$ cat src/rtl/button_pkg.sv
// Shared definitions for the push-button event decoder: state encoding and
// default timing constants.
package button_pkg;

  typedef enum logic [2:0] {
    IDLE   = 3'd0,
    PRESS  = 3'd1,
    LONG   = 3'd2,
    GAP    = 3'd3,
    PRESS2 = 3'd4
  } btn_state_t;

  localparam int LONG_DELAY_DEF    = 50_000_000;
  localparam int DCLICK_WINDOW_DEF = 12_500_000;
  localparam int EVT_W             = 8;

endpackage

$ cat src/rtl/button_event_decoder_if.sv
// Button level in, event pulses / hold level / event count out.
interface button_event_decoder_if;
  import button_pkg::*;

  logic             d_i;
  logic             click_o;
  logic             dclick_o;
  logic             long_o;
  logic             held_o;
  logic [EVT_W-1:0] evt_cnt_o;

  modport master (
    output d_i,
    input  click_o, dclick_o, long_o, held_o, evt_cnt_o
  );

  modport slave (
    input  d_i,
    output click_o, dclick_o, long_o, held_o, evt_cnt_o
  );
endinterface

$ cat src/rtl/button_event_decoder.sv
// Classifies a debounced button level into single click, double click and
// long press events using one FSM and one shared, never-wrapping counter.
module button_event_decoder
  import button_pkg::*;
#(
  parameter int LONG_DELAY    = LONG_DELAY_DEF,
  parameter int DCLICK_WINDOW = DCLICK_WINDOW_DEF,
  parameter int CNT_W         = 31
) (
  input  logic                   clk_i,
  input  logic                   rst_n_i,
  button_event_decoder_if.slave  bus
);

  localparam logic [CNT_W-1:0] LONG_LAST   = CNT_W'(LONG_DELAY - 1);
  localparam logic [CNT_W-1:0] DCLICK_LAST = CNT_W'(DCLICK_WINDOW - 1);
  localparam logic [CNT_W-1:0] CNT_ONE     = CNT_W'(1);

  btn_state_t       state;
  logic [CNT_W-1:0] cnt;
  logic             click_q;
  logic             dclick_q;
  logic             long_q;
  logic             held_q;
  logic [EVT_W-1:0] evt_q;

  // Counter is cleared on every state entry and compared before increment,
  // so it never needs to wrap.
  always_ff @(posedge clk_i or negedge rst_n_i) begin
    if (!rst_n_i) begin
      state    <= IDLE;
      cnt      <= '0;
      click_q  <= 1'b0;
      dclick_q <= 1'b0;
      long_q   <= 1'b0;
      held_q   <= 1'b0;
      evt_q    <= '0;
    end else begin
      click_q  <= 1'b0;
      dclick_q <= 1'b0;
      long_q   <= 1'b0;
      case (state)
        IDLE: begin
          if (bus.d_i) begin
            state <= PRESS;
            cnt   <= '0;
          end
        end
        PRESS: begin
          if (bus.d_i) begin
            if (cnt == LONG_LAST) begin
              state  <= LONG;
              long_q <= 1'b1;
              held_q <= 1'b1;
              evt_q  <= evt_q + EVT_W'(1);
            end else begin
              cnt <= cnt + CNT_ONE;
            end
          end else begin
            state <= GAP;
            cnt   <= '0;
          end
        end
        LONG: begin
          if (!bus.d_i) begin
            state  <= IDLE;
            held_q <= 1'b0;
          end
        end
        GAP: begin
          // A press on the expiry edge still counts as a double click.
          if (bus.d_i) begin
            state    <= PRESS2;
            dclick_q <= 1'b1;
            evt_q    <= evt_q + EVT_W'(1);
          end else if (cnt == DCLICK_LAST) begin
            state   <= IDLE;
            click_q <= 1'b1;
            evt_q   <= evt_q + EVT_W'(1);
          end else begin
            cnt <= cnt + CNT_ONE;
          end
        end
        PRESS2: begin
          if (!bus.d_i) state <= IDLE;
        end
        default: begin
          state  <= IDLE;
          held_q <= 1'b0;
        end
      endcase
    end
  end

  assign bus.click_o   = click_q;
  assign bus.dclick_o  = dclick_q;
  assign bus.long_o    = long_q;
  assign bus.held_o    = held_q;
  assign bus.evt_cnt_o = evt_q;

endmodule
$ cat src/flat_wrapper.sv
// flat-port wrapper written by rule: the top's interface ports become plain ports
module button_event_decoder_flat import button_pkg::*;
#(
  parameter int LONG_DELAY    = LONG_DELAY_DEF,
  parameter int DCLICK_WINDOW = DCLICK_WINDOW_DEF,
  parameter int CNT_W         = 31
)
  (clk_i, rst_n_i, bus_d_i, bus_click_o, bus_dclick_o, bus_long_o, bus_held_o, bus_evt_cnt_o);
  button_event_decoder_if bus_i ();
  input  logic clk_i;
  input  logic rst_n_i;
  input wire logic [$bits(bus_i.d_i)-1:0] bus_d_i;
  output wire logic [$bits(bus_i.click_o)-1:0] bus_click_o;
  output wire logic [$bits(bus_i.dclick_o)-1:0] bus_dclick_o;
  output wire logic [$bits(bus_i.long_o)-1:0] bus_long_o;
  output wire logic [$bits(bus_i.held_o)-1:0] bus_held_o;
  output wire logic [$bits(bus_i.evt_cnt_o)-1:0] bus_evt_cnt_o;
  assign bus_i.d_i = bus_d_i;
  assign bus_click_o = bus_i.click_o;
  assign bus_dclick_o = bus_i.dclick_o;
  assign bus_long_o = bus_i.long_o;
  assign bus_held_o = bus_i.held_o;
  assign bus_evt_cnt_o = bus_i.evt_cnt_o;
  button_event_decoder #(.LONG_DELAY(LONG_DELAY), .DCLICK_WINDOW(DCLICK_WINDOW), .CNT_W(CNT_W)) u_core (.clk_i(clk_i), .rst_n_i(rst_n_i), .bus(bus_i));
endmodule
$ cat config.mk
export PLATFORM = sky130hd
export DESIGN_NAME = button_event_decoder_flat
export DESIGN_NICKNAME = d
export VERILOG_FILES = /design/src/rtl/button_pkg.sv /design/src/rtl/button_event_decoder_if.sv /design/src/rtl/button_event_decoder.sv /design/src/flat_wrapper.sv
export SDC_FILE = /design/constraint.sdc
export NUM_CORES = 1
export LEC_CHECK = 0
export BUFFER_PORTS_ARGS = -buffer_cell sky130_fd_sc_hd__buf_2
export CAP_MARGIN = 20
export CORE_ASPECT_RATIO = 0.5
export CORE_MARGIN = 4
export CORE_UTILIZATION = 51
export CTS_CLUSTER_DIAMETER = 50
export DETAILED_ROUTE_END_ITERATION = 8
export PLACE_DENSITY_LB_ADDON = 0.08
export SLEW_MARGIN = 20
export SYNTH_ARGS = -nofsm -noshare
export SYNTH_HDL_FRONTEND = slang
export SYNTH_SLANG_ARGS = --single-unit
$ cat constraint.sdc
create_clock -name clk_i -period 2.55 [get_ports clk_i]
set_input_delay 0.3825 -clock clk_i [delete_from_list [all_inputs] [get_ports clk_i]]
set_output_delay 0.3825 -clock clk_i [all_outputs]
set_load 0.005 [all_outputs]
==> results by group, run 1 <==
Outcome
  – Status: finished, final reports clean

STA
  – Relative slew slack: 0.499
  – TNS Setup: 0 ps
  – Peak Freq: roughly 0.42 GHz
  – Crit path time final: roughly 2400 ps
  – Final setup violation count: 0
  – Setup Skew: roughly 4.7 ps
  – Fin. max-slew vios: 0
  – Pin slew with the least headroom to its limit: ~750 ps
  – RSZ-0062 raised after global routing: no
  – Final Hold Fails: 0
  – Final period util: 0.940

Floorplan
  – Die X: about 110 µm
  – IO Pins: 15
  – Area of the die: ~0.0064 mm²
  – Core ar.: around 0.0049 mm²
  – Initial Util: 0.527
  – Die Ht: around 60 µm
  – Rows: 18

Synth
  – Mapped Cells: 293
  – Main synth FF type: dfrtp_1
  – Synth top cells by count: dfrtp_1, o21ai_0, nor2_1, nand2_1, o31ai_1
  – Syn nets: 299
  – Yosys cell types: 42
  – Synth area leader: dfrtp_1
  – Cell with the most instances after synthesis: dfrtp_1
  – Sequential share of the synthesized area: 0.443
  – Mapped Area: around 0.0026 mm²
  – Syn avg cell area: roughly 8.9 µm²
  – Post-synth EDFFs: 0
  – Top-area cell type share of the netlist area: 0.443
  – Yosys warns: 0
  – Synth top area cells: dfrtp_1, o21ai_0, o31ai_1
  – Async SR Flop Fraction: 1.00
  – Flip-flop and latch count after synthesis: 46

Route
  – Met2 wire len: roughly 2.8 mm
  – Met3 wire length: between 400 and 500 µm
  – DRT iter0 DRCs: 152
  – First drt pass iteration count: 4
  – Via density: 6.22
  – Highest Signal Layer: met4
  – Post-Route WL: 6.50 mm
  – Via count: between 2k and 2.5k
  – Routed WL per cell: 16.8 µm
  – Remaining DRCs: 0
  – Wire length on met1: about 3.1 mm
  – Post-DRT Antenna Nets: 0

Clock network
  – Worst skew pair latency: approximately 300 ps
  – Post_cts resized: 0
  – H-tree Lvls: 2
  – Max Buffers Root-to-Sink: 2
  – Num CTS Buffers: 5
  – Cts hold-fix bufs: 0
  – CTS tree: yes
  – Clk sinks: 46
  – Clk root buf: clkbuf_8
  – Postcts setup bufs: 0
  – Worst-path clk slew: roughly 80 ps

Setup path
  – Maximum fanout along the worst path: 30
  – Max stage delay on crit path: 480 ps
  – CP startpoint kind: register
  – Worst endpoint required time: between 2000 and 3000 ps
  – Worst Path Buf+Inv: 1
  – Critical-path cell list: ha_1 > and3_1 > nand4_1 > o41a_1 > a22oi_1 > buf_12 > nand2b_1 > o21ai_0
  – Critical path endpoint category: register
  – CP Class: register to register
  – Slowest cell on crit path: o41a_1
  – Crit path max-delay family: compound AO/OA/AOI/OAI gates
  – Worst Path Arrival: roughly 2600 ps

Power
  – Sw Pwr: 0.000878 W
  – Sequential Power Share: 0.418
  – Clock power frac: 0.187
  – Power per Cell Area: just under 800 mW/mm²
  – Internal power: ~0.0014 W
  – Worst IR Drop VDD: about 0.4 mV
  – Comb power frac: 0.395
  – Leak pwr: 1.18 nW
  – Sw frac: 0.390

Layout
  – Nets@finish: around 320
  – Register area: between 0.001 and 0.0015 mm²
  – Layout cells sized above 1: 0.120
  – Number of fill cells in the layout: 436
  – Area delta synth->final: 11.7%
  – ANT cells: 0
  – Multi-input logic area: between 0.001 and 0.0015 mm²
  – Non-Filler Instances: a little under 400

Placement
  – PortBufs: 14
  – Placer Congestion: approximately 0.87
  – Placed insts: 379
  – Post-DP HPWL: roughly 4.5 mm

Global route
  – First-pass GRT wire length: approximately 11 mm
  – GR Overflow Total: 0
  – Antenna violations before repair: 0
  – Vias in the first global route: between 2k and 2.5k
  – Largest net degree at the start of global routing: 34
  – Gr usage total: 0.221

Worst hold path
  – Worst hold path type: primary input to asynchronous set/reset pin

Job
  – Max_cap viols: 0
==> cell usage in the layout (no fill, tap or decap), types with 5 or more instances in the layout <==
cell type,n
inv_1,7
a31oi_1,7
nor2_1,27
o21ai_0,37
xor2_1,5
o41ai_1,5
nor3_1,6
and4_1,5
buf_2,14
a21oi_1,8
and2_1,11
clkbuf_8,5
dfrtp_1,46
o31ai_1,15
nor4_1,5
buf_4,12
nand2_1,24
nand3_1,14
and3_1,6
nand4_1,14
nand2b_1,7
==> flip-flops by register name, summed over array words and instances, names as in the netlist <==
register / cells
u_core.bus.click_o: 1
u_core.bus.dclick_o: 1
u_core.bus.evt_cnt_o: 8
u_core.bus.held_o: 1
u_core.bus.long_o: 1
u_core.cnt: 31
u_core.state: 3
==> routing by layer <==
metal	vias up	GRT usage
met5	-	0
met4	0	0.0612
met3	11	0.0613
met2	79	0.339
met1	1165	0.309
li1	1144	-
==> final cells by class <==
class / count / share of cell area
flip-flops and latches: 46 / 0.396
repair buffers: 28 / 0.0689
well taps: 70 / 0.0301
multi-input cells: 228 / 0.469
clock buffers: 7 / 0.0263
inverters: 7 / 0.00904
==> logic make-up (layout without fill, tap and decap cells) <==
group                    after synthesis  in the layout  share of synthesized area
AND/OR/NAND/NOR                      136            136                      0.288
AO/OA/AOI/OAI                         81             81                      0.194
flip-flops                            46             46                      0.443
buffers and inverters                 19             42                     0.0327
XOR/XNOR                               7              7                     0.0236
adder cells (fa/ha/maj)                3              3                     0.0144
multiplexers                           1              1                    0.00433
==> metrics by stage <==
step / power [W] / hold slack (ps) / utilization / cell area [µm²] / setup WS (ps)
floorplan: 0.00151 / 86.9 / - / 2600 / 347
global placement: 0.00181 / 384 / 0.574 / 2830 / 204
detailed placement: 0.00185 / 397 / 0.574 / 2830 / 87.2
CTS: 0.00227 / 70.9 / 0.589 / 2910 / 72.6
global route: 0.00241 / 97.8 / 0.589 / 2910 / 40.8
finish: 0.00225 / 51.4 / 0.589 / 2910 / 153
==> final timing paths <==
check	startpoint	end	slack, ps	cells past startpoint
min in group clk_i	bus_d_i	u_core.bus.click_o	350	2
max in group asynchronous	rst_n_i	u_core.cnt[2]	1770	2
setup / recovery	u_core.cnt[0]	u_core.cnt[7]	150	8
hold / removal	rst_n_i	u_core.bus.held_o	50	1
setup reg to reg	u_core.cnt[0]	u_core.cnt[7]	150	8
hold reg to reg	u_core.bus.evt_cnt_o[7]	u_core.bus.evt_cnt_o[7]	470	1
==> power groups by stage <==
stage                     sequential (W)  combinational, W  clock (W)
final                           0.000940          0.000889   0.000419
after global routing            0.000960          0.000987   0.000466
after CTS                       0.000941          0.000899   0.000432
after detailed placement        0.000955          0.000896          0
after global placement          0.000944          0.000865          0
after floorplan                 0.000928          0.000580          0
No activity file was read; power rests on OpenSTA's default activity.
==> run 2: changes to the inputs <==
--- a/config.mk
+++ b/config.mk
@@ -5,13 +5,13 @@
 export SDC_FILE = /design/constraint.sdc
 export NUM_CORES = 1
 export LEC_CHECK = 0
-export BUFFER_PORTS_ARGS = -buffer_cell sky130_fd_sc_hd__buf_2
 export CAP_MARGIN = 20
 export CORE_ASPECT_RATIO = 0.5
 export CORE_MARGIN = 4
 export CORE_UTILIZATION = 51
 export CTS_CLUSTER_DIAMETER = 50
 export DETAILED_ROUTE_END_ITERATION = 8
+export DONT_BUFFER_PORTS = 1
 export PLACE_DENSITY_LB_ADDON = 0.08
 export SLEW_MARGIN = 20
 export SYNTH_ARGS = -nofsm -noshare
==> results by group, run 2 (synthesis results as in run 1) <==
Global route
  – Global routing usage on met1: 0.289
  – Largest net degree at the start of global routing: 47
  – First-pass GRT wire length: roughly 11 mm
  – Most Crowded Layer GR: met2
  – Antenna violations before repair: 0
  – Met2 usage: 0.337
  – GR Overflow Total: 0
  – Vias in the first global route: 2139
  – GR Layer Usage met3: 0.0723
  – Gr usage total: 0.212

Power
  – Internal power: approximately 0.0014 W
  – Sequential Power Share: 0.422
  – Sw frac: 0.393
  – Power per Cell Area: 779 mW/mm²
  – Comb power frac: 0.370
  – Leak pwr: approximately 1.1 nW
  – Sw Pwr: between 0.0008 and 0.0009 W
  – Clock power frac: 0.208
  – Worst IR Drop VDD: a little under 0.5 mV

Job
  – Max_cap viols: 0

Setup path
  – Critical path endpoint category: register
  – Worst endpoint required time: ~2800 ps
  – Critical-path cell list: and4_1 > nand2_1 > o41a_1 > a2bb2oi_2 > nor4_2 > xor2_1
  – Slowest cell on crit path: dfrtp_1
  – Worst Path Arrival: 2580 ps
  – Crit path max-delay family: simple AND/OR/NAND/NOR gates
  – Worst Reg2Reg Path Length in Cells: 6
  – CP Class: register to register
  – Maximum fanout along the worst path: 9
  – Worst Path Buf+Inv: 0
  – Crit. path cell count: 6
  – CP startpoint kind: register
  – Max stage delay on crit path: 520 ps

Layout
  – Area delta synth->final: 11.0%
  – Max reg flops: 31
  – Nets@finish: 309
  – Most common cell after layout, fill and taps aside: dfrtp_1
  – Largest reg by FF count: u_core.cnt
  – Most frequent cells in the layout: dfrtp_1, o21ai_0, nor2_1
  – Layout cells sized above 1: 0.0921
  – ANT cells: 0

Worst hold path
  – Worst hold path type: primary input to register
  – Hold path depth: 1

STA
  – TNS Setup: 0 ps
  – WHS: 142 ps
  – Final setup violation count: 0
  – Peak Freq: 0.423 GHz
  – Relative slew slack: 0.574
  – Pin slew with the least headroom to its limit: 633 ps
  – RSZ-0062 raised after global routing: no
  – Fin. max-slew vios: 0
  – Final Hold Fails: 0
  – Final period util: 0.926
  – Setup Skew: 10.4 ps
  – Crit path time final: 2360 ps

Floorplan
  – Area of the die: roughly 0.0064 mm²
  – IO Pins: 15
  – Die Ht: between 50 and 60 µm
  – Rows: 18
  – Die X: between 100 and 150 µm
  – Initial Util: 0.527
  – Core ar.: ~0.0049 mm²

Clock network
  – Num CTS Buffers: 5
  – Max Buffers Root-to-Sink: 2
  – Worst skew pair latency: about 300 ps
  – H-tree Lvls: 2
  – Clk root buf: clkbuf_8
  – Worst-path clk slew: ~90 ps
  – CTS tree: yes
  – Clk sinks: 46

Placement
  – PortBufs: 0
  – Post-DP HPWL: approximately 4.3 mm
  – Placer Congestion: around 0.89

Route
  – First drt pass iteration count: 5
  – Post-DRT Antenna Nets: 0
  – Post-Route WL: ~6.4 mm
  – DRT iter0 DRCs: about 150
  – Via count: around 2.4k
  – Routed WL per cell: 17.1 µm
  – Via density: 6.30
  – Remaining DRCs: 0

Outcome
  – Status: finished, final reports clean
-- run 2: changes by cell type in the layout (fill, tap and decap cells not counted) --
cell           change
a22oi_1            -1
clkinv_2           +1
buf_16             +1
buf_4              -1
and3_2             +1
clkbuf_8           +1
dlygate4sd3_1      +1
clkbuf_1           -1
and3_1             -1
buf_2             -14
a22oi_2            +1
-- run 2: worst register-to-register path, stage by stage (launching register included) --
cell	delay [ps]
dfrtp_1	520
and4_1	360
nand2_1	100
o41a_1	520
a2bb2oi_2	220
nor4_2	350
xor2_1	210
-- run 2: worst paths after layout --
| path | startpoint | endpoint | slack [ps] |
|---|---|---|---|
| setup / recovery | u_core.cnt[11] | u_core.bus.evt_cnt_o[7] | 190 |
| hold / removal | bus_d_i | u_core.bus.click_o | 140 |
| setup reg to reg | u_core.cnt[11] | u_core.bus.evt_cnt_o[7] | 190 |
| hold reg to reg | u_core.cnt[30] | u_core.cnt[30] | 490 |
| max in group asynchronous | rst_n_i | u_core.cnt[29] | 1750 |
| min in group asynchronous | rst_n_i | u_core.state[2] | 590 |
-- run 2: layer usage --
metal / vias to the layer above / part of all wire
li1: 1112 / -
met1: 1156 / 0.47
met2: 83 / 0.44
met3: 6 / 0.076
met4: 0 / 0.0056
met5: - / 0
-- run 2: area by class of cell --
type | instances | area, µm²
multi-input cells | 228 | 1370
clock inverters | 1 | 5.00
flip-flops and latches | 46 | 1150
well taps | 70 | 87.6
inverters | 7 | 26.3
fillers | 419 | 2050
clock buffers | 7 | 86.3
repair buffers | 15 | 160
-- run 2: per-stage QoR --
| step | util | total power, W | setup WS (ps) | area, µm² | std cells |
|---|---|---|---|---|---|
| after CTS | 0.582 | 0.00225 | 24.0 | 2870 | 373 |
| after floorplan | - | 0.00151 | 347 | 2600 | 293 |
| after global placement | 0.556 | 0.00174 | 156 | 2740 | 363 |
| after detailed placement | 0.556 | 0.00177 | 45.2 | 2740 | 363 |
| after global routing | 0.585 | 0.00240 | 43.5 | 2890 | 374 |
| final | 0.585 | 0.00225 | 188 | 2890 | 374 |
-- run 2: power by group through the flow --
stage	Combinational, W	Clock [W]	Sequential [W]
floorplan	0.000580	0	0.000928
global placement	0.000786	0	0.000958
detailed placement	0.000802	0	0.000966
CTS	0.000826	0.000475	0.000951
global route	0.000922	0.000508	0.000970
finish	0.000832	0.000468	0.000950
-- run 2: what timing repair did --
action | in CTS | in global routing
resized for setup | 0 | 2
endpoints found under the setup margin | 0 | 33
hold buffers | 2 | 0
hold endpoints to repair | 46 | 0
buffers inserted | 0 | 1
==> run 3: changes to the inputs <==
==> constraint.sdc (replaced) <==
create_clock -name clk_i -period 2.3 [get_ports clk_i]
set_input_delay 0.345 -clock clk_i [delete_from_list [all_inputs] [get_ports clk_i]]
set_output_delay 0.345 -clock clk_i [all_outputs]
set_load 0.005 [all_outputs]
==> results by group, run 3 (synthesis results as in run 1) <==
Floorplan
  – Rows: 18
  – Core ar.: approximately 0.0049 mm²
  – Initial Util: 0.527
  – Area of the die: about 0.0064 mm²
  – Die X: 109 µm
  – Die Ht: approximately 58 µm
  – IO Pins: 15

Setup path
  – Critical-path cell list: or4b_4 > o41a_1 > buf_6 > o211ai_4 > buf_12 > clkbuf_16 > o21ai_1 > o31ai_1
  – Maximum fanout along the worst path: 8
  – Worst Reg2Reg Path Length in Cells: 8
  – Slowest cell on crit path: or4b_4
  – Max stage delay on crit path: 560 ps
  – Worst Path Arrival: between 2000 and 2500 ps
  – CP Class: register to register
  – Worst endpoint required time: around 2500 ps
  – Critical path endpoint category: register
  – R2r endpoint: u_core.cnt[8]
  – Reg2Reg Setup Slack: around 19 ps
  – Crit Reg-Reg Startpoint: u_core.cnt[5]
  – CP startpoint kind: register

Route
  – Via count: around 2.5k
  – Via density: between 6 and 7
  – Routed WL per cell: about 18 µm
  – Post-Route WL: between 7 and 8 mm
  – DRT iter0 DRCs: 262
  – Remaining DRCs: 0
  – First drt pass iteration count: 5
  – Post-DRT Antenna Nets: 0

Clock network
  – CTS tree: yes
  – Worst skew pair latency: 300 ps
  – Max Buffers Root-to-Sink: 2
  – Clk root buf: clkbuf_8
  – H-tree Lvls: 2
  – Worst-path clk slew: approximately 90 ps
  – Num CTS Buffers: 5
  – Clk sinks: 46

STA
  – RSZ-0062 raised after global routing: yes
  – Final setup violation count: 0
  – Setup Skew: between 10 and 15 ps
  – Final Hold Fails: 0
  – Fin. max-slew vios: 0
  – Final period util: 0.992
  – Pin slew with the least headroom to its limit: ~530 ps
  – Crit path time final: around 2300 ps
  – Setup WS post-layout: around 19 ps
  – Peak Freq: 0.438 GHz
  – Relative slew slack: 0.641

Placement
  – Placed cell area: 0.00292 mm²
  – PortBufs: 0
  – Setup WS pre-CTS: -117 ps
  – Placer Congestion: a little under 0.9
  – Post-DP HPWL: around 4.6 mm

Layout
  – Nets@finish: around 350
  – Max reg flops: 31
  – Largest reg by FF count: u_core.cnt
  – Area delta synth->final: 29.1%
  – Multi-input logic area: ~0.0014 mm²
  – Register area: between 0.001 and 0.0015 mm²
  – Layout cells sized above 1: 0.212
  – Most frequent cells in the layout: dfrtp_1, buf_4, o21ai_1
  – Design Area, Final: 0.00336 mm²
  – Most common cell after layout, fill and taps aside: dfrtp_1
  – ANT cells: 0
  – Number of fill cells in the layout: about 360

Global route
  – Gr usage total: 0.237
  – GR Overflow Total: 0
  – Largest net degree at the start of global routing: 47
  – Most Crowded Layer GR: met2
  – Met2 usage: 0.373
  – GR Layer Usage met3: 0.0526
  – Global routing usage on met1: 0.334
  – Antenna violations before repair: 0
  – First-pass GRT wire length: 11.8 mm
  – Vias in the first global route: 2389

Power
  – Sw frac: 0.361
  – Sequential Power Share: 0.318
  – Comb power frac: 0.464
  – Worst IR Drop VDD: approximately 0.48 mV
  – Power per Cell Area: 981 mW/mm²
  – Clock power frac: 0.218
  – Internal power: about 0.0021 W
  – Sw Pwr: 0.00119 W
  – Leak pwr: ~1.4 nW

Worst hold path
  – Worst hold path type: primary input to register
  – Hold EP: u_core.bus.click_o
  – Hold path depth: 1
  – Min-delay src: bus_d_i

Outcome
  – Status: finished, final reports clean

Job
  – Max_cap viols: 0
==> run 3: cell types whose count changed in the layout (fill, tap and decap cells not counted), moves of 2 or more <==
cell       change
buf_4         +27
buf_6          +4
bufinv_16      +2
clkbuf_16      +3
nor4_1         -2
nor4_2         +2
o21ai_0       -29
o21ai_1       +28
==> run 3: area by class of cell <==
type / count / area share
Sequential cell: 46 / 0.343
Multi-Input combinational cell: 228 / 0.423
Inverter: 7 / 0.00783
Tap cell: 70 / 0.0261
Timing Repair Buffer: 51 / 0.160
Clock inverter: 3 / 0.0205
Clock buffer: 5 / 0.0205
==> run 3: timing repair <==
item                                   CTS  global route
cloned                                   2             4
endpoints found under the hold margin   46             0
buffers inserted                         4             3
pin swaps                                4             5
hold buffers                             2             0
gates resized for setup                  4            37
setup endpoints to repair               28            27
==> run 3: worst max path at each step <==
stage | from | endpoint | depth (start not counted)
3_3_place_gp | u_core.cnt[1] | u_core.cnt[29] | 9
6_report | u_core.cnt[5] | u_core.cnt[8] | 8
3_5_place_dp | u_core.cnt[1] | u_core.cnt[30] | 9
4_1_cts | u_core.cnt[5] | u_core.bus.evt_cnt_o[7] | 6
2_1_floorplan | u_core.cnt[0] | u_core.cnt[17] | 8
5_1_grt | u_core.cnt[5] | u_core.cnt[26] | 8
==> run 3: power groups by stage <==
stage,logic (W),registers (W),clock network (W)
floorplan,0.000643,0.00103,0
global placement,0.000900,0.00106,0
detailed placement,0.000917,0.00107,0
CTS,0.00116,0.00105,0.000736
global route,0.00163,0.00107,0.000787
finish,0.00153,0.00105,0.000719
==> run 3: metal layers <==
layer  part of all wire  routed length, µm
met5                  0                  0
met4              0.012                 91
met3              0.087                652
met2               0.45               3380
met1               0.45               3340
==> run 3: metrics by stage <==
stage,util,setup TNS [ps],hold slack (ps),cells,power [W]
after floorplan,-,0,49.4,293,0.00167
after global placement,0.593,-113,50.4,387,0.00196
after detailed placement,0.593,-930,50.6,387,0.00199
after CTS,0.648,0,106,403,0.00294
after global routing,0.681,-155,96.9,410,0.00348
final,0.681,0,109,410,0.00329
==> run 3: worst max-delay path: cells and delay by family (launching register included) <==
kind | cells | cell delay [ps]
DFF | 1 | 390
and+or+nand+nor | 1 | 560
AOI/OAI and AO/OA | 4 | 760
buffers and inverters | 3 | 470
